<file path="src/rtl/usb_acia_fifo.sv">
// ACIA-style CPU register interface with RX/TX FIFOs in front of the MUACM USB CDC byte stream.
// Define USB_ACIA_FIFO_LEVEL_EN to make addr 2/3 reads return the RX/TX FIFO occupancy.
module usb_acia_fifo #(
  parameter int DEPTH_LOG2 = 4,
  parameter int RX_THRESH  = 1
) (
  input  logic       clk,
  input  logic       rst,
  input  logic       cs,
  input  logic       we,
  input  logic [1:0] addr,
  input  logic [7:0] din,
  output logic [7:0] dout,
  input  logic [7:0] rx_data,
  input  logic       rx_val,
  output logic       rx_rdy,
  output logic [7:0] tx_data,
  output logic       tx_val,
  input  logic       tx_rdy,
  output logic       irq
);

  localparam int CW = DEPTH_LOG2 + 1;
  localparam int DEPTH = 1 << DEPTH_LOG2;
  localparam logic [CW-1:0] FULL = CW'(DEPTH);
  localparam logic [CW-1:0] THRESH = CW'(RX_THRESH);
  localparam logic [CW-1:0] CNT_ONE = CW'(1);
  localparam logic [DEPTH_LOG2-1:0] PTR_ONE = DEPTH_LOG2'(1);

  logic [7:0] rx_mem [DEPTH];
  logic [7:0] tx_mem [DEPTH];
  logic [DEPTH_LOG2-1:0] rx_wr_ptr, rx_rd_ptr, tx_wr_ptr, tx_rd_ptr;
  logic [CW-1:0] rx_count, tx_count;

  logic       rx_ie;
  logic [1:0] tx_mode;
  logic       tx_ovr;

  logic cpu_wr, cpu_rd, flush, status_rd;
  logic rx_push, rx_pop, tx_push, tx_pop, tx_wr, tx_drop;
  logic rx_thr;
  logic [7:0] status;

  assign cpu_wr    = cs & we;
  assign cpu_rd    = cs & ~we;
  assign flush     = cpu_wr && (addr == 2'd0) && (din[1:0] == 2'b11);
  assign status_rd = cpu_rd && (addr == 2'd0);

  assign rx_rdy  = (rx_count != FULL);
  assign rx_push = rx_val & rx_rdy;
  assign rx_pop  = cpu_rd && (addr == 2'd1) && (rx_count != '0);

  assign tx_val  = (tx_count != '0);
  assign tx_data = tx_mem[tx_rd_ptr];
  assign tx_pop  = tx_val & tx_rdy;
  assign tx_wr   = cpu_wr && (addr == 2'd1);
  // A full TX FIFO still takes the byte when the USB side frees the head slot this cycle
  assign tx_push = tx_wr && ((tx_count != FULL) || tx_pop);
  assign tx_drop = tx_wr && !tx_push;

  assign rx_thr = (rx_count >= THRESH);
  assign irq = (rx_ie && rx_thr) ||
               ((tx_mode == 2'b01) && (tx_count != FULL)) ||
               ((tx_mode == 2'b10) && (tx_count == '0)) ||
               tx_ovr;

  assign status = {irq, 1'b0, tx_ovr, rx_thr, 1'b0,
                   (tx_count == '0), (tx_count != FULL), (rx_count != '0)};

`ifdef USB_ACIA_FIFO_LEVEL_EN
  function automatic logic [7:0] level8(input logic [CW-1:0] cnt);
    logic [8:0] wide;
    wide = 9'(cnt);
    return wide[8] ? 8'hFF : wide[7:0];
  endfunction
`endif

  always_ff @(posedge clk) begin
    if (rx_push) rx_mem[rx_wr_ptr] <= rx_data;
    if (tx_push) tx_mem[tx_wr_ptr] <= din;
  end

  // Flush shares the reset path so it wins over any push or pop in the same cycle
  always_ff @(posedge clk) begin
    if (rst || flush) begin
      rx_wr_ptr <= '0;
      rx_rd_ptr <= '0;
      rx_count  <= '0;
    end else begin
      if (rx_push) rx_wr_ptr <= rx_wr_ptr + PTR_ONE;
      if (rx_pop)  rx_rd_ptr <= rx_rd_ptr + PTR_ONE;
      if (rx_push && !rx_pop)      rx_count <= rx_count + CNT_ONE;
      else if (!rx_push && rx_pop) rx_count <= rx_count - CNT_ONE;
    end
  end

  always_ff @(posedge clk) begin
    if (rst || flush) begin
      tx_wr_ptr <= '0;
      tx_rd_ptr <= '0;
      tx_count  <= '0;
    end else begin
      if (tx_push) tx_wr_ptr <= tx_wr_ptr + PTR_ONE;
      if (tx_pop)  tx_rd_ptr <= tx_rd_ptr + PTR_ONE;
      if (tx_push && !tx_pop)      tx_count <= tx_count + CNT_ONE;
      else if (!tx_push && tx_pop) tx_count <= tx_count - CNT_ONE;
    end
  end

  always_ff @(posedge clk) begin
    if (rst) begin
      rx_ie   <= 1'b0;
      tx_mode <= 2'b00;
    end else if (cpu_wr && (addr == 2'd0)) begin
      rx_ie   <= din[7];
      tx_mode <= din[6:5];
    end
  end

  // An overrun in the same cycle as a status read keeps the flag set
  always_ff @(posedge clk) begin
    if (rst || flush)   tx_ovr <= 1'b0;
    else if (tx_drop)   tx_ovr <= 1'b1;
    else if (status_rd) tx_ovr <= 1'b0;
  end

  always_ff @(posedge clk) begin
    if (rst) begin
      dout <= 8'h00;
    end else if (cpu_rd) begin
      case (addr)
        2'd0: dout <= status;
        2'd1: dout <= rx_pop ? rx_mem[rx_rd_ptr] : 8'h00;
`ifdef USB_ACIA_FIFO_LEVEL_EN
        2'd2: dout <= level8(rx_count);
        default: dout <= level8(tx_count);
`else
        default: dout <= 8'h00;
`endif
      endcase
    end
  end

endmodule

</file>
<file path="config.mk">
export PLATFORM = sky130hd
export DESIGN_NAME = usb_acia_fifo
export DESIGN_NICKNAME = d
export VERILOG_FILES = /design/src/rtl/usb_acia_fifo.sv
export SDC_FILE = /design/constraint.sdc
export NUM_CORES = 1
export LEC_CHECK = 0
export CORE_UTILIZATION = 25
export DETAILED_ROUTE_END_ITERATION = 10
export PLACE_DENSITY_LB_ADDON = 0.2
export SYNTH_ARGS = -nofsm -noshare
export SYNTH_HDL_FRONTEND = slang
export SYNTH_SLANG_ARGS = --single-unit
</file>
<file path="constraint.sdc">
create_clock -name clk -period 4.1 [get_ports clk]
set_input_delay 1.23 -clock clk [delete_from_list [all_inputs] [get_ports clk]]
set_output_delay 1.23 -clock clk [all_outputs]
set_load 0.02 [all_outputs]
</file>
==> results of run 1 <==
[power groups by stage]
| stage | combinational [uW] | clock, uW | sequential, uW |
|---|---|---|---|
| global placement | 1150 | 0 | 3570 |
| global route | 1230 | 3340 | 3510 |
| finish | 1130 | 3130 | 3500 |
| CTS | 1160 | 3230 | 3500 |
| detailed placement | 1150 | 0 | 3570 |
| floorplan | 772 | 0 | 3550 |
[worst max-delay path, delay by kind of cell, from the launching register on]
family                 cells  cell delay [ns]
muxes                      2             1.08
buffers and inverters      2             0.80
DFF                        1             0.35
[cells by family after synthesis]
group,synth area share
mux,0.149
buf+inv,0.0201
simple gates,0.0543
fa+ha+maj,0.0214
flops,0.715
xor+xnor,0.0131
compound gates,0.0270
[state kept, by name, summed over array words and instances (netlist names), named ones only]
signal,flops
rx_mem,128
tx_mem,128
dout,8
rx_count,5
tx_count,5
rx_rd_ptr,4
rx_wr_ptr,4
tx_rd_ptr,4
tx_wr_ptr,4
tx_mode,2
rx_ie,1
tx_ovr,1
[cell usage after synthesis (2+ instances only)]
cell type / instances
a211oi_1: 3
a21o_1: 2
a21oi_1: 17
a22o_1: 2
a22oi_1: 2
a31oi_1: 4
buf_1: 8
buf_2: 12
buf_4: 5
buf_6: 3
clkbuf_1: 4
dfxtp_1: 46
edfxtp_1: 256
ha_1: 19
inv_1: 13
mux2_2: 2
mux2i_1: 14
mux4_2: 71
nand2_1: 19
nand2b_1: 5
nand3_1: 4
nand3b_1: 3
nand4_1: 7
nor2_1: 65
nor2b_1: 6
nor3_1: 13
nor4_1: 2
o21ai_0: 4
or3_1: 2
xnor2_1: 7
xor2_1: 11
[worst min-delay path by stage]
stage,from,to,slack (ns),cells after the start
after floorplan,tx_rd_ptr[3],flop,0.46,2
after global placement,dout[3],dout[3],0.48,1
after detailed placement,dout[3],dout[3],0.47,1
after CTS,dout[3],dout[3],0.48,1
after global routing,dout[3],dout[3],0.50,1
final,dout[3],dout[3],0.48,1
[layout make-up]
type                            count  area [um^2]
Fill cell                        4647        33000
Clock inverter                     20          206
Timing Repair Buffer               95          855
Clock buffer                       45          956
Multi-Input combinational cell    308         3190
Inverter                           14         65.1
Sequential cell                   302         8610
Tap cell                          615          769
[layer usage]
metal  share of wire  up-vias  GRT usage
met2            0.50       99      0.191
met3           0.039       48     0.0227
met5               0        -          0
met1            0.43     3165      0.145
met4           0.026        0     0.0413
li1                -     2810          -
[per-stage QoR]
step	total power, uW	utilization	cell area (um^2)	hold slack, ns	instances
after detailed placement	4720	0.283	13500	0.469	1334
final	7770	0.308	14700	0.478	1399
after CTS	7900	0.307	14600	0.480	1399
after global placement	4720	0.283	13500	0.476	1334
after floorplan	4320	-	12000	0.459	656
after global routing	8090	0.308	14700	0.501	1399
==> flow_summary.json, run 1 <==
{
  "synthArstFlopShare": 0,
  "finClkSkew_ns": 0.0173,
  "drt_iter0_markers": 371,
  "yosys.area.top_type_share": 0.639,
  "crit_path_top_delay_cell": "clkdlybuf4s50_1",
  "syn_nets": 700,
  "ir_drop_mv": 0.230,
  "worstHoldPathType": "flop to flop",
  "synthesis.area_mm2": 0.0120,
  "required_ns": 2.87,
  "area_growth_pct": 21.8,
  "clkTransAtPathRegs_ns": 0.05,
  "hpwl_mm": 17.8,
  "reg2reg_slack_ns": 1.06,
  "p_leak_uw": 0.00464,
  "setup_tns_ns": 0,
  "ctsHoldBuffers": 0,
  "port_buffers": 42,
  "synth_top_cell_by_area": "edfxtp_1",
  "r2r_end": "tx_count[4]",
  "routabilityCongestion": 0.729,
  "fin_crit_ns": 3.99,
  "fin_crit_sh": 0.973,
  "core_region_area_mm2": 0.0476,
  "grt_max_degree": 33,
  "wl_per_cell_um": 19.5,
  "grt_pass1_vias": 6452,
  "r2r_start": "tx_count[0]",
  "routed-via-count": 6122,
  "finalMaxSlewViolations": 0,
  "worstSetupStartpointType": "flop",
  "hold_viol_final": 0,
  "synth_area_leaders": "edfxtp_1, mux4_2, dfxtp_1",
  "outcome": "finished clean",
  "fp-row-count": 80,
  "first_pass_iters": 4,
  "final_common_cell": "edfxtp_1",
  "drive_gt1_frac": 0.239,
  "antenna_found_initial": 0,
  "crit_top_cell": "mux4_2",
  "finalSetupViolCount": 0,
  "initial_core_util": 0.253,
  "dieHeight_um": 221,
  "worstPathMaxFanout": 14,
  "p_int_uw": 5830,
  "die_area_mm2": 0.0490,
  "tritoncts": "built",
  "clockBufferDepth": 3,
  "ys_types": 56,
  "nNetsFinal": 802,
  "synth-main-ff-cell": "edfxtp_1",
  "worstSetupEndpointType": "primary output",
  "cap_violations": 0,
  "dp_slack_ns": 0.116,
  "worstMarginPinSlew_ns": 0.688,
  "rr_worst_depth": 11,
  "swShare": 0.249,
  "gr-total-overflow": 0,
  "crit_type": "flop to primary output",
  "comb_power_share": 0.145,
  "pwr-share-seq": 0.451,
  "synth.avg_cell_area_um2": 18.3,
  "synth-seq-area-share": 0.715,
  "grt_use_total": 0.114,
  "root_buffer": "clkbuf_16",
  "rsz0062_at_grt": "false",
  "netlist_instances": 656,
  "worstPathCellList": "buf_6 -> mux4_2 -> mux4_2 -> clkdlybuf4s50_1",
  "p_per_area_mw_per_mm2": 530,
  "io_pins": 43,
  "synth_seq_cells": 302,
  "synth_warnings": 0,
  "ant_nets": 0,
  "cts.repair.resized": 2,
  "n_antenna_cell": 0,
  "fmax_mhz": 251,
  "pwr-share-clk": 0.404,
  "cpPeakStageDelay_ns": 0.57,
  "drc_errors": 0,
  "p_switching_uw": 1930,
  "htreeDepth": 2,
  "cts_buffers": 37,
  "layout_common_cells": "edfxtp_1, mux4_2, nor2_1",
  "cp.arrival_ns": 2.76,
  "fin_ws_ns": 0.109,
  "clock_sinks": 302,
  "cp-endpoint": "tx_data[6]",
  "synth_edf_count": 256,
  "routed_wl_mm": 27.3,
  "die_x_um": 221,
  "vias_per_cell": 4.38,
  "post_cts_buffers": 0,
  "clk_latency_ns": 0.54,
  "grt_pass1_wl_mm": 41.4,
  "maxSlewHeadroom": 0.541
}
No activity file was read; power rests on OpenSTA's default activity.
==> inputs of run 2 (changes only) <==
--- a/config.mk
+++ b/config.mk
@@ -8,6 +8,7 @@
 export CORE_UTILIZATION = 25
 export DETAILED_ROUTE_END_ITERATION = 10
 export PLACE_DENSITY_LB_ADDON = 0.2
+export SETUP_SLACK_MARGIN = 0.5
 export SYNTH_ARGS = -nofsm -noshare
 export SYNTH_HDL_FRONTEND = slang
 export SYNTH_SLANG_ARGS = --single-unit
==> run 2 against run 1 <==
Net effect:
- cell count rose by 0.79%
- largest cell class unchanged
- via count about the same
- worst hold slack is essentially flat
- register-to-register slack hardly changed
- die area unchanged
- combinational power grew 19%
- sequential power barely moved
- sequential share of layout area decreased by 0.86 points
- worst setup slack gained 0.39 ns
==> flow_summary.json, run 2 (same netlist as run 1, synthesis figures left out) <==
{
  "outcome": "finished clean",
  "worstSetupStartpointType": "flop",
  "finClkSkew_ns": 0.0162,
  "clkTransAtPathRegs_ns": 0.06,
  "rsz0062_at_grt": "true",
  "worstPathCellList": "buf_12 -> buf_12 -> mux4_2 -> mux4_2 -> buf_6",
  "fin_cells": 1410,
  "hold_depth": 1,
  "drive_gt1_frac": 0.263,
  "vias_per_cell": 4.34,
  "root_buffer": "clkbuf_16",
  "grt_use_total": 0.116,
  "crit_type": "flop to primary output",
  "cp.depth": 5,
  "clockBufferDepth": 3,
  "grt_pass1_vias": 6487,
  "gr-total-overflow": 0,
  "hpwl_mm": 17.8,
  "io_pins": 43,
  "dpl.cell_count": 1334,
  "hold_viol_final": 0,
  "wl_met3_mm": 1.09,
  "final_common_cell": "edfxtp_1",
  "fin_crit_ns": 3.61,
  "core_region_area_mm2": 0.0476,
  "antenna_found_initial": 0,
  "design_power_total_uw": 7990,
  "rr_worst_depth": 11,
  "grt_pass1_wl_mm": 42.1,
  "die_x_um": 221,
  "wl_per_cell_um": 19.8,
  "m1WireLength_mm": 12.0,
  "cpPeakStageDelay_ns": 0.55,
  "crit_path_top_delay_cell": "mux4_2",
  "worstMarginPinSlew_ns": 0.684,
  "p_leak_uw": 0.00475,
  "area_growth_pct": 23.6,
  "dr_wl_met2_mm": 14.0,
  "routed_wl_mm": 27.9,
  "worstHoldPathType": "flop to flop",
  "fmax_mhz": 277,
  "tritoncts": "built",
  "setup_tns_ns": 0,
  "crit_buf_inv": 3,
  "worstPathMaxFanout": 7,
  "ctsHoldBuffers": 0,
  "nNetsFinal": 813,
  "fp-row-count": 80,
  "ir_drop_mv": 0.242,
  "required_ns": 2.87,
  "drc_errors": 0,
  "layout_common_cells": "edfxtp_1, mux4_2, nor2_1",
  "largestRegisters": "rx_mem: 128 flops, tx_mem: 128 flops, dout: 8 flops",
  "clk_latency_ns": 0.54,
  "finalSetupViolCount": 0,
  "htreeDepth": 2,
  "first_pass_iters": 4,
  "routabilityCongestion": 0.729,
  "port_buffers": 42,
  "top_layer_used": "met4",
  "cap_violations": 0,
  "die_area_mm2": 0.0490,
  "maxSlewHeadroom": 0.544,
  "cp.arrival_ns": 2.38,
  "finalMaxSlewViolations": 0,
  "fin_crit_sh": 0.879,
  "initial_core_util": 0.253,
  "crit_family": "multiplexers",
  "worstSetupEndpointType": "primary output",
  "nFillCells": 4626,
  "cts_buffers": 37,
  "ant_nets": 0,
  "grt_max_degree": 33,
  "drt_iter0_markers": 396,
  "clock_sinks": 302,
  "n_antenna_cell": 0,
  "p_per_area_mw_per_mm2": 537,
  "dieHeight_um": 221,
  "routed-via-count": 6118
}
-- run 2: metrics by stage --
step / instance area [um^2] / setup slack (ns) / hold slack (ns) / util
floorplan: 12000 / 0.512 / 0.459 / -
global placement: 13500 / 0.162 / 0.476 / 0.283
detailed placement: 13500 / 0.116 / 0.469 / 0.283
CTS: 14900 / 0.454 / 0.480 / 0.312
global route: 14900 / 0.444 / 0.501 / 0.312
finish: 14900 / 0.495 / 0.478 / 0.312
-- run 2: layer usage --
| metal | up-vias | GRT usage |
|---|---|---|
| li1 | 2835 | - |
| met1 | 3137 | 0.148 |
| met2 | 99 | 0.196 |
| met3 | 47 | 0.0227 |
| met4 | 0 | 0.0413 |
| met5 | - | 0 |
-- run 2: where the power goes --
group	internal (uW)	total, uW	switching [uW]
clock network	1860	3130	1270
registers	3420	3510	87.5
logic	711	1350	637
total	6000	7990	2000
-- run 2: path summary, 6_finish.rpt --
kind	startpoint	to	slack, ns
max	flop	tx_data[7]	0.49
min reg2reg	dout[3]	dout[3]	0.48
min	dout[3]	dout[3]	0.48
max reg2reg	tx_count[3]	tx_count[4]	1.06
-- run 2: what timing repair did --
item / 4_1_cts / 5_1_grt
endpoints found under the setup margin: 9 / 9
gates resized for setup: 60 / 8
hold endpoints to repair: 0 / 0
pin swaps: 1 / 3
buffers inserted: 7 / 1
cloned: 3 / 0
-- run 2: final cells by class --
cell class,instances,area [um^2],area share
Inverter,14,65.1,0.00437
Sequential cell,302,8610,0.579
Multi-Input combinational cell,308,3210,0.216
Clock buffer,45,956,0.0643
Timing Repair Buffer,106,1060,0.0711
Clock inverter,20,206,0.0139
Tap cell,615,769,0.0517
